### src/rtl/gen_arb_pkg.sv
// Shared types and helpers for the generic round-robin arbiter.
// The FSM encoding and the one-hot to binary index conversion live here.
package gen_arb_pkg;

    localparam int unsigned ARB_DEF_WID = 16;
    // Upper bound on client count accepted by onehot2idx.
    localparam int unsigned ARB_MAX_WID = 256;

    typedef enum logic {
        ST_IDLE,
        ST_GRANT
    } arb_st_t;

    function automatic int unsigned onehot2idx(input logic [ARB_MAX_WID-1:0] oh);
        int unsigned idx;
        idx = 0;
        for (int unsigned i = 0; i < ARB_MAX_WID; i++) begin
            if (oh[i]) begin
                idx = i;
            end
        end
        return idx;
    endfunction

endpackage

### src/rtl/gen_arb_first_one.sv
// Lowest-set-bit selector: one-hot of the lowest asserted request plus an
// any-request flag. Purely combinational.
module gen_arb_first_one
    import gen_arb_pkg::*;
#(
    parameter int unsigned WID = ARB_DEF_WID
) (
    input  logic [WID-1:0] req_i,
    output logic [WID-1:0] gnt_o,
    output logic           any_o
);

    // Two's-complement trick isolates the lowest set bit.
    always_comb begin
        gnt_o = req_i & (~req_i + WID'(1));
        any_o = |req_i;
    end

endmodule

### src/rtl/gen_arb_rr_grnt_ctrl.sv
// Round-robin grant controller: registered one-hot grants with a rotating
// priority mask and a per-grant hold limit.
module gen_arb_rr_grnt_ctrl
    import gen_arb_pkg::*;
#(
    parameter int unsigned WID      = ARB_DEF_WID,
    parameter int unsigned MAX_HOLD = 4,
    parameter int unsigned IDX_W    = $clog2(WID)
) (
    input  logic             clk,
    input  logic             rst_n,
    input  logic [WID-1:0]   rqsts,
    output logic [WID-1:0]   grnts,
    output logic             grnt_vld,
    output logic [IDX_W-1:0] grnt_idx,
    output logic [WID-1:0]   mask
);

    localparam int unsigned HOLD_W = (MAX_HOLD > 1) ? $clog2(MAX_HOLD) : 1;

    arb_st_t           state_q, state_d;
    logic [HOLD_W-1:0] hold_q, hold_d;
    logic [WID-1:0]    grnts_q, grnts_d;
    logic              vld_q, vld_d;
    logic [IDX_W-1:0]  idx_q, idx_d;
    logic [WID-1:0]    mask_q, mask_d;

    logic [WID-1:0]    m_rq;
    logic [WID-1:0]    m_oh, u_oh;
    logic              m_any, u_any;
    logic [WID-1:0]    win_oh;
    logic [IDX_W-1:0]  win_idx;
    logic [WID-1:0]    win_pre;
    logic [WID-1:0]    mask_nx;
    logic              grant_end;
    logic              issue;

    assign m_rq = rqsts & mask_q;

    gen_arb_first_one #(.WID(WID)) u_first_masked (
        .req_i (m_rq),
        .gnt_o (m_oh),
        .any_o (m_any)
    );

    gen_arb_first_one #(.WID(WID)) u_first_unmasked (
        .req_i (rqsts),
        .gnt_o (u_oh),
        .any_o (u_any)
    );

    // Masked winner takes precedence; the unmasked path provides wrap-around.
    always_comb begin
        win_oh  = m_any ? m_oh : u_oh;
        win_idx = IDX_W'(onehot2idx(ARB_MAX_WID'(win_oh)));
    end

    // Next mask: every client strictly above the winner.
    always_comb begin
        win_pre    = '0;
        win_pre[0] = win_oh[0];
        for (int unsigned i = 1; i < WID; i++) begin
            win_pre[i] = win_pre[i-1] | win_oh[i];
        end
        mask_nx = win_pre << 1;
    end

    always_comb begin
        grant_end = (state_q == ST_GRANT) &&
                    (!rqsts[idx_q] || (hold_q == HOLD_W'(MAX_HOLD - 1)));
        issue     = ((state_q == ST_IDLE) || grant_end) && u_any;
    end

    // FSM: state register.
    always_ff @(posedge clk or negedge rst_n) begin
        if (!rst_n) begin
            state_q <= ST_IDLE;
        end else begin
            state_q <= state_d;
        end
    end

    // FSM: next-state logic.
    always_comb begin
        state_d = state_q;
        unique case (state_q)
            ST_IDLE: begin
                if (u_any) begin
                    state_d = ST_GRANT;
                end
            end
            ST_GRANT: begin
                if (grant_end && !u_any) begin
                    state_d = ST_IDLE;
                end
            end
            default: state_d = ST_IDLE;
        endcase
    end

    // FSM: output/datapath next values.
    always_comb begin
        hold_d  = hold_q;
        grnts_d = grnts_q;
        vld_d   = vld_q;
        idx_d   = idx_q;
        mask_d  = mask_q;
        if (issue) begin
            hold_d  = '0;
            grnts_d = win_oh;
            vld_d   = 1'b1;
            idx_d   = win_idx;
            mask_d  = mask_nx;
        end else if (grant_end) begin
            hold_d  = '0;
            grnts_d = '0;
            vld_d   = 1'b0;
        end else if (state_q == ST_GRANT) begin
            hold_d  = hold_q + HOLD_W'(1);
        end
    end

    always_ff @(posedge clk or negedge rst_n) begin
        if (!rst_n) begin
            hold_q  <= '0;
            grnts_q <= '0;
            vld_q   <= 1'b0;
            idx_q   <= '0;
            mask_q  <= '0;
        end else begin
            hold_q  <= hold_d;
            grnts_q <= grnts_d;
            vld_q   <= vld_d;
            idx_q   <= idx_d;
            mask_q  <= mask_d;
        end
    end

    assign grnts    = grnts_q;
    assign grnt_vld = vld_q;
    assign grnt_idx = idx_q;
    assign mask     = mask_q;

endmodule

### config.mk
export PLATFORM = sky130hd
export DESIGN_NAME = gen_arb_rr_grnt_ctrl
export DESIGN_NICKNAME = d
export VERILOG_FILES = /design/src/rtl/gen_arb_pkg.sv /design/src/rtl/gen_arb_first_one.sv /design/src/rtl/gen_arb_rr_grnt_ctrl.sv
export SDC_FILE = /design/constraint.sdc
export NUM_CORES = 1
export LEC_CHECK = 0
export ABC_AREA = 1
export BUFFER_PORTS_ARGS = -buffer_cell sky130_fd_sc_hd__buf_2
export CORE_ASPECT_RATIO = 1.1
export CORE_MARGIN = 5
export CORE_UTILIZATION = 45
export DETAILED_ROUTE_END_ITERATION = 10
export PLACE_DENSITY = 0.74
export SLEW_MARGIN = 20
export SYNTH_ARGS = -nofsm -noshare
export SYNTH_HDL_FRONTEND = slang
export SYNTH_SLANG_ARGS = --single-unit
### constraint.sdc
create_clock -name clk -period 4.3 [get_ports clk]
set_clock_uncertainty 0.1 [all_clocks]
set_input_delay 0.215 -clock clk [delete_from_list [all_inputs] [get_ports clk]]
set_output_delay 0.215 -clock clk [all_outputs]
set_load 0.03 [all_outputs]
==> results.py <==
metrics = {
    "setup_path": {
        "r2r-end": "mask[11]",
        "r2r_slack_ns": 1.72,
        "path_class": "reg -> reg",
        "path_cells": "inv_1 -> nand2_1 -> nand3_1 -> nand3_1 -> nand3_1 -> nand2_1 -> nand2_1 -> nand2_1 -> buf_4 -> nor2_2 -> a21oi_2 -> nand4_1",
        "endpoint_kind": "flip-flop",
        "r2r_start": "grnt_idx[0]",
        "r2r_cells": 12,
        "cp_common_cell": "nand2_1",
        "cp_slowest_stage_delay_ns": 0.55,
        "cp-startpoint": "grnt_idx[0]",
        "crit_slowest_cell": "dfrtp_1",
        "critical_path_arrival_ns": 2.65,
        "cp.required_ns": 4.37,
        "crit_end": "mask[11]",
        "cp-start-kind": "flip-flop",
        "path_max_fanout": 40,
    },
    "synthesis": {
        "synth_cell_types": 32,
        "synth_top_area_share_pct": 38.86,
        "synth_most_common_cell": "nand2_1",
        "synth_cells": 356,
        "yosys-top-cells-count": "nand2_1, nor2_1, nand3_1, dfrtp_1, inv_1",
        "synth_largest_area_cell": "dfrtp_1",
        "synth_area_um2": 2511,
        "syn_nets": 375,
        "syn_area_per_cell_um2": 7.054,
        "synth.area.top_cells": "dfrtp_1, nand2_1, nand3_1",
        "synth_flop_cell": "dfrtp_1",
        "synth-seq-cells": 39,
        "synth_edf_count": 0,
        "synth.yosys.warnings": 0,
        "synth-seq-area-share_pct": 38.86,
        "synthArstFlopShare_pct": 100.0,
    },
    "timing": {
        "finalCritPeriodShare_pct": 60.09,
        "hold_viol_final": 0,
        "tightestPinTransition_ns": 0.8856,
        "fin_tns_setup_ns": 0,
        "relSlewSlack_pct": 40.96,
        "drv_slew": 0,
        "hold_ws_ns": 0.1289,
        "rsz0062_at_grt": "no",
        "post-route-min-period_ns": 2.584,
        "timing.final.ws_setup_ns": 1.716,
        "clock.fmax_ghz": 0.3870,
        "setup-violations-final": 0,
    },
    "global_routing": {
        "grt_pass1_wl_mm": 11.94,
        "grt_pass1_vias": 2441,
        "grt.total_usage_pct": 21.65,
        "antenna_found_initial": 0,
        "grt_max_degree": 41,
        "grt_overflow_total": 0,
    },
    "clock_network": {
        "htree_levels": 2,
        "numCtsBuffers": 5,
        "hold_buffers": 1,
        "cts_resized": 0,
        "insertion_delay_ns": 0.30,
        "post_cts_buffers": 0,
        "cts.sinks": 39,
        "tritoncts": "done",
        "cts.clk_slew.worst_paths_ns": 0.08,
        "cts_buffer_depth": 2,
        "clockRootBuffer": "clkbuf_8",
    },
    "floorplanning": {
        "die_h_um": 88.35,
        "num_rows": 28,
        "die_x_um": 81.23,
        "core_region_area_um2": 5395,
        "start_util_pct": 46.54,
        "die_area_um2": 7176,
        "pin_count": 55,
    },
    "power_and_ir_drop": {
        "power_mw": 2.318,
        "power_density_nw_per_um2": 796.2,
        "leakagePower_nw": 1.652,
        "peakVddDrop_uv": 379.8,
    },
    "drt": {
        "vias": 2543,
        "wirelength_mm": 7.243,
        "first_pass_iters": 5,
        "routed_via_density": 5.254,
        "initialDrtViolationCount": 272,
        "wl_per_cell_um": 14.96,
        "ant_nets": 0,
        "drcViolationCount": 0,
    },
    "place": {
        "port_buffers": 53,
        "dpl_worst_slack_ns": 1.781,
        "dp_hpwl_mm": 5.481,
        "gp_congestion": 0.9858,
        "placed_area_um2": 2789,
        "post-place-cells": 475,
    },
    "layout": {
        "antennaDiodeCount": 0,
        "nFillCells": 533,
        "final_util_pct": 53.97,
        "regArea_um2": 975.9,
        "final_area_um2": 2912,
        "drive_gt1_share_pct": 23.47,
        "fin_cells": 484,
        "area_growth_pct": 15.94,
        "fin_nets": 427,
        "multi_input_area_um2": 1311,
    },
    "hold_path": {
        "hp-class": "in -> reg",
    },
    "outcome": {
        "status": "completed",
    },
    "run": {
        "max_cap_violations": 0,
    },
}
kinds of logic after synthesis:
kind of cell,share of synthesized area (%)
fa+ha+maj,0.4982
flops,38.86
compound gates,8.371
buf+inv,8.919
simple gates,43.20
other cells,0.1493
layer usage:
metal  track usage (%)  routed length [µm]  vias up
met3             2.953                 517       18
met5                 0                   0        -
met2             34.95                3353      113
met1             29.14                3167     1170
li1                  -                   -     1242
met4             9.217                 205        0
worst min-delay path by stage:
stage / from / endpoint / slack, ns / depth (start not counted)
floorplan: rst_n / grnt_idx[0] / -0.18 / 0
global placement: rst_n / grnt_vld / 0.28 / 1
detailed placement: rst_n / grnts[4] / 0.29 / 1
CTS: rqsts[0] / mask[1] / 0.13 / 3
global route: rqsts[13] / state_q / 0.15 / 3
finish: rqsts[0] / mask[1] / 0.13 / 3
flip-flops by register name, summed over array words and instances, names as in the netlist:
name	flops
hold_q	2
grnt_idx	4
mask	15
grnt_vld	1
grnts	16
state_q	1
layout make-up:
class | count | share of cell area [%]
Inverter | 36 | 4.641
Sequential cell | 39 | 33.52
Multi-Input combinational cell | 271 | 45.04
Tap cell | 75 | 3.223
Timing Repair Buffer | 55 | 9.712
Clock buffer | 5 | 2.364
Clock inverter | 3 | 1.504
where the power goes:
part	switching (mW)	internal, mW	total, mW
combinational	0.998	0.377	1.38
sequential	0.121	0.509	0.629
clock	0.141	0.173	0.314
critical path: cells and delay by family, from the launching register on:
kind,cells,cell delay (ns)
DFF,1,0.55
AOI/OAI and AO/OA,1,0.20
buffers and inverters,2,0.60
and+or+nand+nor,9,0.98
cells in the final DEF (no fill, tap or decap), types with 5 or more instances in the layout:
cell / count
buf_2: 53
clkbuf_8: 5
dfrtp_1: 39
inv_1: 35
nand2_1: 110
nand2_2: 11
nand3_1: 44
nand4_1: 8
nor2_1: 48
o21ai_0: 12
o21ai_2: 5
(Power assumes the default switching activity.)
